File: config.mk
export PLATFORM = sky130hd
export DESIGN_NAME = periph_bus_master
export DESIGN_NICKNAME = d
export VERILOG_FILES = /design/src/rtl/periph_bus_master.sv
export SDC_FILE = /design/constraint.sdc
export NUM_CORES = 1
export LEC_CHECK = 0
export BUFFER_PORTS_ARGS = -buffer_cell sky130_fd_sc_hd__buf_4
export CAP_MARGIN = 0
export CORE_UTILIZATION = 50
export CTS_CLUSTER_DIAMETER = 40
export DETAILED_ROUTE_END_ITERATION = 6
export GPL_TIMING_DRIVEN = 0
export PLACE_DENSITY = 0.72
export SLEW_MARGIN = 15
export SYNTH_ARGS = -nofsm -noshare
export SYNTH_HDL_FRONTEND = slang
export SYNTH_SLANG_ARGS = --single-unit
File: constraint.sdc
create_clock -name clk_i -period 3.2 [get_ports clk_i]
set_clock_uncertainty 0.15 [all_clocks]
set_input_delay 0.96 -clock clk_i [delete_from_list [all_inputs] [get_ports clk_i]]
set_output_delay 0.96 -clock clk_i [all_outputs]
set_load 0.01 [all_outputs]
File: src/rtl/periph_bus_master.sv
// Peripheral register bus initiator: queues read/write commands, issues one single-cycle
// strobe per transaction and returns captured read data on a valid/ready response stream.
module periph_bus_master #(
  parameter int unsigned DEPTH      = 4,
  parameter int unsigned RD_LATENCY = 1
) (
  input  logic       clk_i,
  input  logic       rst_i,
  input  logic       cmd_valid,
  output logic       cmd_ready,
  input  logic       cmd_we,
  input  logic [6:0] cmd_adr,
  input  logic [7:0] cmd_dat,
  output logic       rsp_valid,
  input  logic       rsp_ready,
  output logic [7:0] rsp_dat,
  output logic       stb_o,
  output logic       we_o,
  output logic [6:0] adr_o,
  output logic [7:0] dat_o,
  input  logic [7:0] dat_i,
  output logic       idle
);

  localparam int unsigned PtrW = $clog2(DEPTH);
  localparam logic [PtrW:0] FullCnt = (PtrW + 1)'(DEPTH);
  localparam logic [2:0] LatInit = 3'(RD_LATENCY - 1);

  typedef enum logic [1:0] {StIdle, StStrobe, StWait, StResp} state_e;

  state_e          state_q;
  logic [15:0]     mem_q [DEPTH];
  logic [PtrW-1:0] wptr_q, rptr_q;
  logic [PtrW:0]   count_q;
  logic [2:0]      lat_q;
  logic            empty, push, pop;

  assign empty     = (count_q == '0);
  assign cmd_ready = (count_q != FullCnt);
  assign push      = cmd_valid && cmd_ready;
  // Only IDLE consumes the head, which keeps execution strictly in order.
  assign pop       = (state_q == StIdle) && !empty;
  assign idle      = empty && (state_q == StIdle) && !rsp_valid;

  always_ff @(posedge clk_i) begin
    if (push) begin
      mem_q[wptr_q] <= {cmd_we, cmd_adr, cmd_dat};
    end
  end

  always_ff @(posedge clk_i) begin
    if (rst_i) begin
      wptr_q  <= '0;
      rptr_q  <= '0;
      count_q <= '0;
    end else begin
      if (push) wptr_q <= wptr_q + 1'b1;
      if (pop)  rptr_q <= rptr_q + 1'b1;
      if (push && !pop) begin
        count_q <= count_q + 1'b1;
      end else if (pop && !push) begin
        count_q <= count_q - 1'b1;
      end
    end
  end

  always_ff @(posedge clk_i) begin
    if (rst_i) begin
      state_q   <= StIdle;
      stb_o     <= 1'b0;
      we_o      <= 1'b0;
      adr_o     <= '0;
      dat_o     <= '0;
      lat_q     <= '0;
      rsp_valid <= 1'b0;
      rsp_dat   <= '0;
    end else begin
      case (state_q)
        StIdle: begin
          if (!empty) begin
            stb_o                 <= 1'b1;
            {we_o, adr_o, dat_o}  <= mem_q[rptr_q];
            state_q               <= StStrobe;
          end
        end
        StStrobe: begin
          stb_o <= 1'b0;
          if (we_o) begin
            state_q <= StIdle;
          end else begin
            lat_q   <= LatInit;
            state_q <= StWait;
          end
        end
        StWait: begin
          if (lat_q == '0) begin
            rsp_dat   <= dat_i;
            rsp_valid <= 1'b1;
            state_q   <= StResp;
          end else begin
            lat_q <= lat_q - 1'b1;
          end
        end
        StResp: begin
          if (rsp_ready) begin
            rsp_valid <= 1'b0;
            state_q   <= StIdle;
          end
        end
        default: state_q <= StIdle;
      endcase
    end
  end

endmodule

==> reports/results.txt, run 1 <==
Logic pwr share: 32.0%
CTS clk-pin slew, worst paths: 0.09 ns
via total after detailed routing: 2159
syn_nets: 274
P_sw: 0.00112 W
switching share of power: 29.9%
RSZ-0062 raised after global routing: false
Final Worst Setup Slack: 0.448 ns
Critical-path top delay cell: or3_1
synthesized instance count: 238
cell taking the most area after synthesis: edfxtp_1
FF-to-FF path depth: 9
Cell Int Power: 0.00263 W
Fill cells: 557
commonest non-fill, non-tap cell in the layout: edfxtp_1
sequence of cells on the critical path: or3_1 > buf_6 > nor4_1 > buf_4
DRC Markers: 0
largest net degree at the start of global routing: 19
first-pass GRT wire length: 10300 um
Clock Latency Late Sink: 0.36 ns
r2r startpoint: count_q[0]
number of diodes: 0
routability cong.: 0.693
vias per cell: 5.29
Slew HR: 38.4%
VDD IR max: 0.355 mV
M1 wire length: 2740 um
Max stage delay on crit path: 0.40 ns
fraction of layout instances using a drive strength above 1: 36.6%
CP max FO: 6
CP startpoint kind: flip-flop
CTS tree: done
required time of the critical path: 2.09 ns
flop2flop setup slack: 0.80 ns
synthesized flop and latch total: 102
Worst Hold Depth: 2
HP Start: lat_q[0]
setup TNS: 0 ns
fmax: 363 MHz
Reg area: 2680 sq um
1st-iter DRT viols: 71
most frequent cells in the layout: 64 x edfxtp_1, 56 x buf_4, 38 x dfxtp_1, 15 x nor2_1, 15 x a22o_2
Nets: 340
clock sinks: 102
Placed Area: 4460 sq um
Final ANT Viol Nets: 0
hold_ws: 0.339 ns
Crit Path Category: flip-flop to output port
library cells used by synthesis: 39
synth top area cells: edfxtp_1 49%, dfxtp_1 19%, mux4_2 8.0%, a22o_2 3.8%, mux2i_1 2.3%
clock tree root driver cell: clkbuf_8
CTS Hold Bufs: 0
worst hold path type: flip-flop to flip-flop
GRT overflow: 0
Slew Limit Fails: 0
Max clock buf depth: 2
met2 WL: 3260 um
all-layer global routing usage: 16.9%
H-tree levels: 3
Post-CTS Setup Inserts: 0
hold path endpoint: lat_q[0]
sequential share of the synthesized area: 68.4%
fin crit share: 86.0%
P_leak: 1.73 nW
initial antenna violation count: 0
DPL Wire Length: 4190 um
portion of total power attributed to the clock network: 21.6%
CP Capture Type: output port
post-route cell area: 4660 sq um
Synth Cell Area: 3920 sq um
Tmin final: 2.75 ns
Placeable Area: 7410 sq um
R2R Path End: count_q[2]
status: completed
wire length per cell: 15.7 um
FP Rows: 31
I/O Buffers: 55
Initial DRT Pass Iterations: 4
Initial Util: 52.9%
Seq pwr share: 46.4%
Fin. Hold Viols: 0
drt total wl: 6400 um
Pwr per Cell Area: 805 nW/um^2
Worst-Margin Slew: 0.924 ns
Die ar.: 8200 sq um
Top Layer Used: met4
Die X: 90.5 um
Area Growth Syn to Fin: 18.9%
CP arrival: 1.64 ns
top-area cell type share of the netlist area: 49.0%
Avg Cell Area, Syn: 16.5 sq um
Placement Setup Slack: 0.540 ns
Num CTS Buffers: 9
final setup vio count: 0
routed length on met3: 268 um
CTS resizes: 0
YS warnings: 0
multi-input logic area: 1110 sq um
die height: 90.5 um
Max Cap Viol: 0
I/O pin total: 56
vias in the first global route: 2096
registers in the layout (all words and copies together) (netlist names), named ones only:
name / count
count_q: 3
we_o: 1
rsp_dat: 8
lat_q: 3
rsp_valid: 1
wptr_q: 2
rptr_q: 2
stb_o: 1
dat_o: 8
state_q: 1
mem_q: 64
adr_o: 7
through the flow:
| stage | util [%] | power, W | instances |
|---|---|---|---|
| 2_1_floorplan | - | 0.00257 | 238 |
| 3_3_place_gp | 60.2 | 0.00296 | 392 |
| 3_5_place_dp | 60.2 | 0.00299 | 392 |
| 4_1_cts | 62.9 | 0.00380 | 408 |
| 5_1_grt | 62.9 | 0.00396 | 408 |
| 6_report | 62.9 | 0.00375 | 408 |
synthesized netlist by cell type:
library cell,n
inv_1,9
nand3b_1,1
mux4_2,14
o21ai_0,5
nand3_1,4
nand2_1,3
buf_2,3
fa_1,1
o31ai_1,1
a21oi_4,1
nand2b_1,2
or4_1,2
o211ai_1,1
mux2_2,1
clkbuf_1,3
xor2_1,2
or3_1,3
a22o_1,1
buf_8,1
nor2b_1,2
and3_1,4
mux4_1,2
nor3_1,2
dfxtp_1,38
mux2i_1,9
nor4_1,1
nor4bb_1,1
a2bb2oi_1,1
ha_1,7
a22o_2,15
nor4_2,1
a21oi_1,10
buf_4,1
buf_6,4
a211oi_1,1
edfxtp_1,64
or3b_2,1
nor2_1,15
nor3b_1,1
worst max-delay path: cells and delay by family, from the launching register on:
kind,cells,cell delay (ns)
AND/OR/NAND/NOR,2,0.60
flip-flops,1,0.37
buffers and inverters,2,0.32
worst max path at each step:
stage / start / to / slack (ns) / depth (start not counted)
after floorplan: cmd_valid / count_q[2] / 0.74 / 8
after global placement: cmd_valid / count_q[2] / 0.55 / 9
after detailed placement: cmd_valid / count_q[2] / 0.54 / 9
after CTS: count_q[0] / idle / 0.41 / 4
after global routing: count_q[0] / idle / 0.35 / 4
final: count_q[0] / idle / 0.45 / 4
routing by layer:
layer	GRT usage, %	up-vias
met4	8.47	0
met5	0	-
met1	20.1	1048
met3	3.62	11
li1	-	1051
met2	29.1	49
power groups by stage:
stage | Combinational [W] | Sequential, W | Clock (W)
detailed placement | 0.00122 | 0.00177 | 0
global route | 0.00131 | 0.00177 | 0.000880
finish | 0.00120 | 0.00174 | 0.000812
global placement | 0.00120 | 0.00177 | 0
floorplan | 0.000776 | 0.00180 | 0
CTS | 0.00122 | 0.00174 | 0.000827
kinds of logic (layout without fill, tap and decap cells):
group / count (synthesis) / after routing / synth area share [%]
compound gates: 36 / 36 / 7.18
mux: 26 / 26 / 12.0
fa+ha+maj: 8 / 8 / 2.74
buf+inv: 21 / 92 / 3.26
flops: 102 / 102 / 68.4
xor+xnor: 2 / 2 / 0.447
simple gates: 43 / 43 / 5.97
area by class of cell:
class / instances / share of cell area (%)
sequential: 102 / 57.6
multi-input combinational: 115 / 23.8
timing repair buffer: 55 / 8.86
clock buffer: 9 / 2.66
tap: 99 / 2.66
buffer: 12 / 2.01
clock inverter: 7 / 1.72
inverter: 9 / 0.725
(Power assumes the default switching activity.)
==> inputs of run 2 (changes only) <==
- PLACE_DENSITY: 0.72 -> not set
- PLACE_DENSITY_LB_ADDON: not set -> 0.1
==> reports/results.txt, run 2 (synthesized netlist as in run 1, its figures left out) <==
Crit Path Category: flip-flop to output port
first-pass GRT wire length: 11000 um (+6.3%)
Worst-Margin Slew: 0.955 ns (+0.0305 ns)
most frequent cells in the layout: 64 x edfxtp_1, 56 x buf_4, 38 x dfxtp_1, 15 x nor2_1, 15 x a22o_2
Tmin final: 2.72 ns (-0.0322 ns)
Placed Area: 4460 sq um (unchanged)
Max Cap Viol: 0 (unchanged)
Final Util: 62.6% (-0.30 points)
Die X: 90.5 um (unchanged)
Initial Util: 52.9% (unchanged)
FP Rows: 31 (unchanged)
Max clock buf depth: 2 (unchanged)
CTS clk-pin slew, worst paths: 0.10 ns (about the same)
fraction of layout instances using a drive strength above 1: 36.6% (unchanged)
Slew HR: 36.4% (-2.0 points)
clock tree root driver cell: clkbuf_8
WP buf/inv: 2 (unchanged)
I/O Buffers: 55 (unchanged)
final setup vio count: 0 (unchanged)
RSZ-0062 raised after global routing: false
vias per cell: 5.28 (-0.14%)
required time of the critical path: 2.09 ns (about the same)
DPL Wire Length: 4180 um (-0.25%)
routing usage on met1: 24.0% (+3.9 points)
Nets: 340 (unchanged)
Max stage delay on crit path: 0.40 ns (about the same)
1st-iter DRT viols: 40 (-44%)
wire length per cell: 16.2 um (+3.3%)
max reg flops: 64 (unchanged)
hold_ws: 0.342 ns (+0.00255 ns)
sequence of cells on the critical path: or3_1 > buf_6 > nor4_1 > buf_4
routability cong.: 0.689 (-0.53%)
number of diodes: 0 (unchanged)
Top Registers: mem_q (64), dat_o (8), rsp_dat (8)
Num CTS Buffers: 9 (unchanged)
Seq pwr share: 47.0% (+0.6 points)
commonest non-fill, non-tap cell in the layout: edfxtp_1
via total after detailed routing: 2156 (-0.14%)
initial antenna violation count: 0 (unchanged)
fmax: 368 MHz (+1.2%)
GRT overflow: 0 (unchanged)
CP arrival: 1.61 ns (-0.03 ns)
VDD IR max: 0.420 mV (+18%)
Fin. Hold Viols: 0 (unchanged)
status: completed
Final ANT Viol Nets: 0 (unchanged)
Placeable Area: 7410 sq um (unchanged)
GRT busiest layer: met2
drt total wl: 6610 um (+3.3%)
CTS resizes: 0 (unchanged)
CP Capture Type: output port
Critical-path top delay cell: or3_1
vias in the first global route: 2130 (+1.6%)
Slew Limit Fails: 0 (unchanged)
Area Growth Syn to Fin: 18.3%
worst hold path type: flip-flop to flip-flop
Cell Int Power: 0.00255 W (-2.9%)
grt met2 use: 28.2% (-0.95 points)
clock sinks: 102 (unchanged)
CP startpoint kind: flip-flop
I/O pin total: 56 (unchanged)
met3 GRT Util: 3.20% (-0.42 points)
DRC Markers: 0 (unchanged)
Pwr per Cell Area: 797 nW/um^2 (-1.1%)
Clock Latency Late Sink: 0.36 ns (about the same)
Placed Instances: 392 (unchanged)
die height: 90.5 um (unchanged)
P_sw: 0.00114 W (+1.6%)
all-layer global routing usage: 17.7% (+0.78 points)
H-tree levels: 3 (unchanged)
Biggest register: mem_q
post-route cell area: 4640 sq um (-0.48%)
CP max FO: 6 (unchanged)
Die ar.: 8200 sq um (unchanged)
setup TNS: 0 ns (unchanged)
fin crit share: 85.0% (-1.0 points)
P_leak: 1.72 nW (-0.81%)
CTS tree: done
largest net degree at the start of global routing: 19 (unchanged)
Post-CTS Setup Inserts: 0 (unchanged)
Initial DRT Pass Iterations: 4 (unchanged)
switching share of power: 30.9% (+0.97 points)
Logic pwr share: 32.8% (+0.8 points)
CTS Hold Bufs: 0 (unchanged)
cell family with most CP delay: simple AND/OR/NAND/NOR gates
Fill cells: 579 (+3.9%)
portion of total power attributed to the clock network: 20.3% (-1.3 points)
Layout Cells excl Fill: 408 (unchanged)
## run 2: power groups by stage
stage	Clock [W]	Sequential [W]	Combinational (W)
5_1_grt	0.000819	0.00177	0.00132
4_1_cts	0.000764	0.00174	0.00123
2_1_floorplan	0	0.00180	0.000776
3_5_place_dp	0	0.00177	0.00122
6_report	0.000749	0.00174	0.00121
3_3_place_gp	0	0.00176	0.00121
## run 2: layout make-up
class	instances	area (sq um)	area share (%)
Buffer	12	93.8	2.02
Clock buffer	9	124	2.67
Clock inverter	7	57.6	1.24
Inverter	9	33.8	0.728
Multi-Input combinational cell	115	1110	23.9
Sequential cell	102	2680	57.8
Tap cell	99	124	2.67
Timing Repair Buffer	55	413	8.90
## run 2: path summary, 6_finish.rpt
check              from    endpoint  slack, ns  cells past startpoint
max          count_q[0]        idle       0.48                      4
min            adr_o[2]    adr_o[2]       0.34                      1
max reg2reg  count_q[0]  count_q[2]       0.76                      9
min reg2reg    adr_o[2]    adr_o[2]       0.34                      1
## run 2: layer usage
| metal | routed length (um) | vias to the layer above | share of wire (%) |
|---|---|---|---|
| li1 | - | 1050 | - |
| met3 | 233 | 11 | 3.5 |
| met1 | 3090 | 1046 | 47 |
| met2 | 3190 | 49 | 48 |
| met5 | 0 | - | 0 |
| met4 | 109 | 0 | 1.6 |
## run 2: per-stage QoR
stage | power (W) | setup WS [ns]
2_1_floorplan | 0.00257 | 0.735
3_3_place_gp | 0.00297 | 0.551
3_5_place_dp | 0.00299 | 0.530
4_1_cts | 0.00374 | 0.456
5_1_grt | 0.00391 | 0.364
6_report | 0.00370 | 0.480
